### config.mk
export PLATFORM = sky130hd
export DESIGN_NAME = wb_arbiter
export DESIGN_NICKNAME = d
export VERILOG_FILES = /design/src/rtl/wb_arbiter_pkg.sv /design/src/rtl/wb_scoreboard.sv /design/src/rtl/wb_arbiter.sv
export SDC_FILE = /design/constraint.sdc
export NUM_CORES = 1
export LEC_CHECK = 0
export BUFFER_PORTS_ARGS = -buffer_cell sky130_fd_sc_hd__clkbuf_2
export CORE_ASPECT_RATIO = 1.25
export CORE_MARGIN = 3
export CORE_UTILIZATION = 52
export CTS_CLUSTER_DIAMETER = 80
export CTS_CLUSTER_SIZE = 30
export DETAILED_ROUTE_END_ITERATION = 10
export HOLD_SLACK_MARGIN = 0.02
export PLACE_DENSITY = 0.81
export SLEW_MARGIN = 20
export SYNTH_ARGS = -nofsm -noshare
export SYNTH_HDL_FRONTEND = slang
export SYNTH_SLANG_ARGS = --single-unit
### constraint.sdc
create_clock -name clk -period 2.9 [get_ports clk]
set_clock_uncertainty 0.1 [all_clocks]
set_input_delay 0.435 -clock clk [delete_from_list [all_inputs] [get_ports clk]]
set_output_delay 0.435 -clock clk [all_outputs]
set_load 0.05 [all_outputs]
### src/rtl/wb_arbiter_pkg.sv
// Shared widths and defaults for the writeback arbiter and its scoreboard.
package wb_arbiter_pkg;
  localparam int XLEN             = 32;
  localparam int REG_ADDR_W       = 5;
  localparam int NUM_REGS         = 1 << REG_ADDR_W;
  localparam int STARVE_LIMIT_DEF = 4;

  typedef logic [REG_ADDR_W-1:0] reg_addr_t;
  typedef logic [XLEN-1:0]       xdata_t;
endpackage

### src/rtl/wb_scoreboard.sv
// Pending-load scoreboard: one bit per architectural register, x0 never pending.
module wb_scoreboard
  import wb_arbiter_pkg::*;
(
  input  logic      clk,
  input  logic      rst_n,
  input  logic      set_en,
  input  reg_addr_t set_addr,
  input  logic      clr_en,
  input  reg_addr_t clr_addr,
  input  reg_addr_t a_addr,
  input  reg_addr_t rs1_addr,
  input  reg_addr_t rs2_addr,
  output logic      a_pend,
  output logic      rs1_pend,
  output logic      rs2_pend
);

  logic [NUM_REGS-1:0] pending_q;
  logic [NUM_REGS-1:0] pending_d;

  // Clear is applied first so a same-cycle set of the same bit wins.
  always_comb begin
    pending_d = pending_q;
    if (clr_en) pending_d[clr_addr] = 1'b0;
    if (set_en && (set_addr != '0)) pending_d[set_addr] = 1'b1;
    pending_d[0] = 1'b0;
  end

  always_ff @(posedge clk or negedge rst_n) begin
    if (!rst_n) pending_q <= '0;
    else        pending_q <= pending_d;
  end

  assign a_pend   = pending_q[a_addr];
  assign rs1_pend = pending_q[rs1_addr];
  assign rs2_pend = pending_q[rs2_addr];

endmodule

### src/rtl/wb_arbiter.sv
// Two-requester writeback arbiter (B = load return, A = execute) with anti-starvation
// for A, a load scoreboard and a registered single register-file write port.
// Handshake: a transfer happens on a requester when valid && ready at a rising edge;
// valid must not depend on ready, and at most one requester transfers per cycle.
module wb_arbiter
  import wb_arbiter_pkg::*;
#(
  parameter int STARVE_LIMIT = STARVE_LIMIT_DEF
) (
  input  logic      clk,
  input  logic      rst_n,
  input  logic      a_valid,
  output logic      a_ready,
  input  reg_addr_t a_addr,
  input  xdata_t    a_data,
  input  logic      b_valid,
  output logic      b_ready,
  input  reg_addr_t b_addr,
  input  xdata_t    b_data,
  input  logic      ld_issue,
  input  reg_addr_t ld_issue_rd,
  input  reg_addr_t rs1_addr,
  input  reg_addr_t rs2_addr,
  output logic      rs1_busy,
  output logic      rs2_busy,
  output logic      rf_wen,
  output reg_addr_t rf_waddr,
  output xdata_t    rf_wdata
);

  localparam int CNT_W = $clog2(STARVE_LIMIT + 1);

  logic             a_pend, rs1_pend, rs2_pend;
  logic             a_forced, a_xfer, b_xfer;
  logic [CNT_W-1:0] starve_cnt_q, starve_cnt_d;
  logic             rf_wen_q, rf_wen_d;
  reg_addr_t        rf_waddr_q, rf_waddr_d;
  xdata_t           rf_wdata_q, rf_wdata_d;

  wb_scoreboard u_scoreboard (
    .clk      (clk),
    .rst_n    (rst_n),
    .set_en   (ld_issue),
    .set_addr (ld_issue_rd),
    .clr_en   (b_xfer),
    .clr_addr (b_addr),
    .a_addr   (a_addr),
    .rs1_addr (rs1_addr),
    .rs2_addr (rs2_addr),
    .a_pend   (a_pend),
    .rs1_pend (rs1_pend),
    .rs2_pend (rs2_pend)
  );

  // A is held off by its own pending bit (WAW order) even while being forced.
  assign a_forced = (starve_cnt_q == CNT_W'(STARVE_LIMIT));
  assign b_ready  = !a_forced;
  assign a_ready  = !a_pend && (!b_valid || a_forced);
  assign a_xfer   = a_valid && a_ready;
  assign b_xfer   = b_valid && b_ready;

  always_comb begin
    starve_cnt_d = starve_cnt_q;
    if (!a_valid || a_xfer)
      starve_cnt_d = '0;
    else if (!a_pend && b_valid && !a_forced)
      starve_cnt_d = starve_cnt_q + 1'b1;
  end

  // Address and data hold unless a real (non-x0) write is launched.
  always_comb begin
    rf_wen_d   = 1'b0;
    rf_waddr_d = rf_waddr_q;
    rf_wdata_d = rf_wdata_q;
    if (b_xfer && (b_addr != '0)) begin
      rf_wen_d   = 1'b1;
      rf_waddr_d = b_addr;
      rf_wdata_d = b_data;
    end else if (a_xfer && (a_addr != '0)) begin
      rf_wen_d   = 1'b1;
      rf_waddr_d = a_addr;
      rf_wdata_d = a_data;
    end
  end

  always_ff @(posedge clk or negedge rst_n) begin
    if (!rst_n) begin
      starve_cnt_q <= '0;
      rf_wen_q     <= 1'b0;
      rf_waddr_q   <= '0;
      rf_wdata_q   <= '0;
    end else begin
      starve_cnt_q <= starve_cnt_d;
      rf_wen_q     <= rf_wen_d;
      rf_waddr_q   <= rf_waddr_d;
      rf_wdata_q   <= rf_wdata_d;
    end
  end

  assign rf_wen   = rf_wen_q;
  assign rf_waddr = rf_waddr_q;
  assign rf_wdata = rf_wdata_q;

  // The write in flight is not yet visible in the register file.
  assign rs1_busy = rs1_pend || (rf_wen_q && (rf_waddr_q == rs1_addr) && (rs1_addr != '0));
  assign rs2_busy = rs2_pend || (rf_wen_q && (rf_waddr_q == rs2_addr) && (rs2_addr != '0));

endmodule

After elaboration in Yosys (flattened, before gate mapping)
Index checks and enable logic that the tools add are counted.

Equal/unequal tests: 3. Reductions and logical operators: 29. $lt $le $gt $ge: 7. Bitwise logic cells: 3. Mux-type cells: 20. Add/subtract/negate cells: 1.

Operators by type and width (count): 2-to-1 mux 32 bit (4); bitwise AND 32 bit (1); inverter 32 bit (1); bitwise OR 32 bit (1); less-than comparator 5 x 6 -> 1 bit (second input constant) (5); nonzero test 5 bit (5); binary-select mux 1 bit (select 5 bit) (3); logical AND 1 bit (14); demux 1 bit (select 5 bit) (2); == test 5 bit (2); >= comparator 5 x 1 -> 1 bit (second input constant) (2); 2-to-1 mux 5 bit (2); 2-to-1 mux 1 bit (7); 2-to-1 mux 3 bit (2); logical NOT 1 bit (4); logical OR 1 bit (4); nonzero test 2 bit (2); adder 3 x 1 -> 3 bit (second input constant) (1); == test 3 bit (second input constant) (1).

Input port bits: 94. Register bits after elaboration: 72.

Logic depth before layout (Yosys ltp)
Depth in word-level cells: 9. Mapped depth: 10.

Cells and area by module
From an unflattened synthesis, not the netlist that was laid out.

Cell total of the unflattened synthesis: 396. Area total of the unflattened synthesis: 4473.0 µm².

Modules (own cells, without submodules): wb_arbiter (instances 1, seq. area each 1026.0 µm², cells each 167, area an instance 2298.5 µm²); wb_scoreboard (instances 1, seq. area each 775.7 µm², cells each 229, area an instance 2174.6 µm²).

Least setup slack after synthesis
Ideal clock, no wire load.

Path type: input-to-output. Start point: input port a_addr[1]. End point: output port a_ready. Arrival: 2.461 ns. Stages on the path: 5. Required time: 2.365 ns. Path buffers: 1. Setup slack: -0.096 ns. Path through: clkbuf_1 mux4_2 mux2_2 a221o_1 a21oi_1.

Longest elaborated chain between the ends: 4.

RTL lines: start: declaration (RTL line wb_arbiter.sv:14) `input reg_addr_t a_addr,`; binary-select mux 1 bit (select 5 bit) (RTL line wb_scoreboard.sv:35) `assign a_pend = pending_q[a_addr];`; 2-to-1 mux 1 bit (not written as such) (RTL line wb_scoreboard.sv:35); logical NOT 1 bit (RTL line wb_arbiter.sv:58) `assign a_ready = !a_pend && (!b_valid || a_forced);`; logical AND 1 bit (RTL line wb_arbiter.sv:58); end: declaration (RTL line wb_arbiter.sv:13) `output logic a_ready,`.

No other way between the ends. The select of a mux whose other input is x is not followed.

Worst setup path after layout
Start point: register u_scoreboard.pending_q[12]. End point: output port a_ready.

Longest elaborated chain between the ends: 4.

RTL lines: start: declaration (RTL line wb_scoreboard.sv:19) `logic [NUM_REGS-1:0] pending_q;`; start signal: assignment (RTL line wb_scoreboard.sv:32) `else pending_q <= pending_d;`; binary-select mux 1 bit (select 5 bit) (RTL line wb_scoreboard.sv:35); 2-to-1 mux 1 bit (not written as such) (RTL line wb_scoreboard.sv:35); logical NOT 1 bit (RTL line wb_arbiter.sv:58); logical AND 1 bit (RTL line wb_arbiter.sv:58).

No other way between the ends. The select of a mux whose other input is x is not followed.

==> impl_metrics.yaml <==
drt:
  wl_per_cell_microns: 19.3
  drc: 0
  drtPass1Iterations: 5
  vias: 4286
  drtIter0Drc: 302
  vias_per_cell: 6.28
  drt-total-wl_mm: 13.2
  detail-route-antenna-nets: 0
power:
  ir_drop_mv: 0.436
  leakage_uw: 0.00236
  p_total_uw: 3130
  p_per_area_nw_per_um2: 589
clock_tree:
  cts.htree.levels: 3
  cts-root-buf: "clkbuf_8"
  cts_tree: "done"
  clk_pin_slew_ns: 0.07
  cts_buffer_depth: 2
  worstSkewPairLatency_ns: 0.35
  numCtsBuffers: 9
  clock_sinks: 72
synthesis:
  synthFlopType: "dfrtp_1"
  synth-adder-area-share_pct: 0.587
  synth.most_common_cell: "nand2_1"
  syn_nets: 546
  synth_top_area_share_pct: 42.2
  synth_commonest_cells: "nand2_1 (91), dfrtp_1 (72), o21ai_0 (62), nand3_1 (41), o211ai_1 (36)"
  yosys.area.top_type: "dfrtp_1"
  ys_warn_count: 0
  yosysUniqueCellTypes: 38
  synthXorXnorAreaFrac_pct: 1.64
  yosysSeqAreaShare_pct: 42.2
  synth_top_family_by_area: "simple AND/OR/NAND/NOR gates"
  syn_area_sq_um: 4270
  synthCells: 450
  syn_area_per_cell_sq_um: 9.48
  yosys_register_bits: 72
  synth.mux.area_fraction_pct: 15.2
  synth_area_leaders: "dfrtp_1 (42%), mux4_2 (12%), nand2_1 (8.0%)"
  synth-simple-area-share_pct: 19.0
  ys_async_sr_fraction_pct: 100
  synth_edf_count: 0
  synth_compound_area_share_pct: 17.3
worst_setup_path:
  start_kind: "register"
  worst_ep_required_time_ns: 2.37
  cp_max_fo: 4
  critPathArrivalTime_ns: 2.32
  crit_family: "multiplexers"
  critical-path-max-stage-delay_ns: 0.46
  setup.worst_path.end_class: "output port"
  path_class: "register to output port"
  path_buf_inv: 2
  critical_path.cell_chain: "mux4_2, mux2_4, a221o_1, buf_6, a21oi_4, buf_12"
  slowest_stage: "mux4_2"
placement:
  io_buffers: 135
  dp_hpwl_mm: 9.94
  gp_congestion: 0.991
  dp_cells: 666
grt:
  globalRouteMet3Util_pct: 4.44
  grtUsageTotal_pct: 29.0
  grtUsageMet2_pct: 48.0
  grt_max_degree: 38
  grt_pass1_wl_mm: 20.9
  gr-total-overflow: 0
  first_global_vias: 4076
  grt_antenna_before_repair: 0
  grtUsageMet1_pct: 36.3
  busiest_layer: "met2"
status:
  status: "finished clean"
timing:
  tightestPinTransition_ns: 0.770
  holdWs_ns: 0.0496
  final_hold_viol_count: 0
  max_slew_margin_pct: 48.7
  slew_violations: 0
  setup_violations: 0
  finalCritPeriodShare_pct: 98.4
  final.setup.tns_ns: 0
  fmax_mhz: 351
  final.min_clock_period_ns: 2.85
floorplanning:
  pin_count: 136
  die_w_microns: 87.0
  rows: 36
  initial_core_util_pct: 54.1
  core_sq_um: 7880
  die_area_sq_um: 9340
  die_h_microns: 107
finish:
  antenna_cells: 0
  nets: 679
  drive_above_1_share_pct: 34.7
  area_delta_synth_final_pct: 24.4
  stdcell_count: 683
  fin_util_pct: 67.3
job:
  drv_cap: 0
min_path:
  hold_class: "input port to async pin"
metal layers:
metal  share of wire (%)  wire length [microns]  vias up
met1                  37                   4880     2048
met3                  10                   1340       31
met2                  51                   6670      292
met4                 2.4                    314        0
li1                    -                      -     1915
met5                   0                      0        -
cells by family (layout without fill, tap and decap cells):
| logic type | count (synthesis) | after routing |
|---|---|---|
| multiplexers | 37 | 37 |
| flip-flops | 72 | 72 |
| AND/OR/NAND/NOR | 175 | 175 |
| XOR/XNOR | 8 | 8 |
| buffers and inverters | 37 | 175 |
| adder cells (fa/ha/maj) | 2 | 2 |
| AO/OA/AOI/OAI | 119 | 119 |
cell type report:
cell class	instances	area, sq um
clock inverters	5	31.3
flip-flops and latches	72	1800
fillers	633	2580
multi-input cells	341	2330
inverters	5	18.8
repair buffers	154	865
well taps	95	119
clock buffers	11	141
placed cells by master, fill, tap and decap left out, types with 9 or more instances in the layout:
master,instances
clkbuf_2,132
nand2_1,91
dfrtp_1,72
o21ai_0,62
nand3_1,41
o211ai_1,36
mux4_2,22
buf_4,16
mux2i_1,12
clkbuf_8,10
nand3b_1,9
nor2_1,9
worst register-to-register path, stage by stage, from the launching register on:
cell      delay, ns
dfrtp_1        0.43
mux4_2         0.46
mux2_4         0.28
a221o_1        0.33
buf_4          0.15
a211oi_4       0.24
and2_1         0.24
buf_12         0.20
o211ai_1       0.15
through the flow:
stage | area (sq um) | setup slack, ns
final | 5310 | 0.0472
after floorplan | 4270 | 0.0487
after CTS | 5300 | 0.0181
after global routing | 5310 | -0.00659
after global placement | 5110 | 0.112
after detailed placement | 5110 | 0.0684
sequential cells by signal, summed over array words and instances (netlist names):
signal	flops
starve_cnt_q	3
rf_wen	1
u_scoreboard.pending_q	31
rf_waddr	5
rf_wdata	32
where the power goes:
group / switching, uW / total [uW] / leakage (uW) / internal [uW]
clock network: 388 / 720 / 0.0000895 / 332
registers: 169 / 1340 / 0.000876 / 1170
logic: 644 / 1060 / 0.00140 / 420
total: 1200 / 3130 / 0.00236 / 1920
final timing paths:
| check | start | to | slack, ns | cells past startpoint |
|---|---|---|---|---|
| setup / recovery | u_scoreboard.pending_q[12] | a_ready | 0.05 | 6 |
| hold / removal | rst_n | rf_wdata[8] | 0.05 | 1 |
| setup reg to reg | u_scoreboard.pending_q[12] | rf_wdata[13] | 0.17 | 8 |
| hold reg to reg | rf_wdata[31] | rf_wdata[31] | 0.45 | 2 |
| max in group asynchronous | rst_n | u_scoreboard.pending_q[18] | 1.89 | 2 |
| min in group clk | b_data[21] | rf_wdata[21] | 0.20 | 3 |
what timing repair did:
| action | CTS | global route |
|---|---|---|
| pin swaps | 1 | 2 |
| buffers inserted | 1 | 0 |
| hold buffers | 0 | 0 |
| resized for setup | 1 | 4 |
| setup endpoints to repair | 1 | 2 |
(Power assumes the default switching activity.)
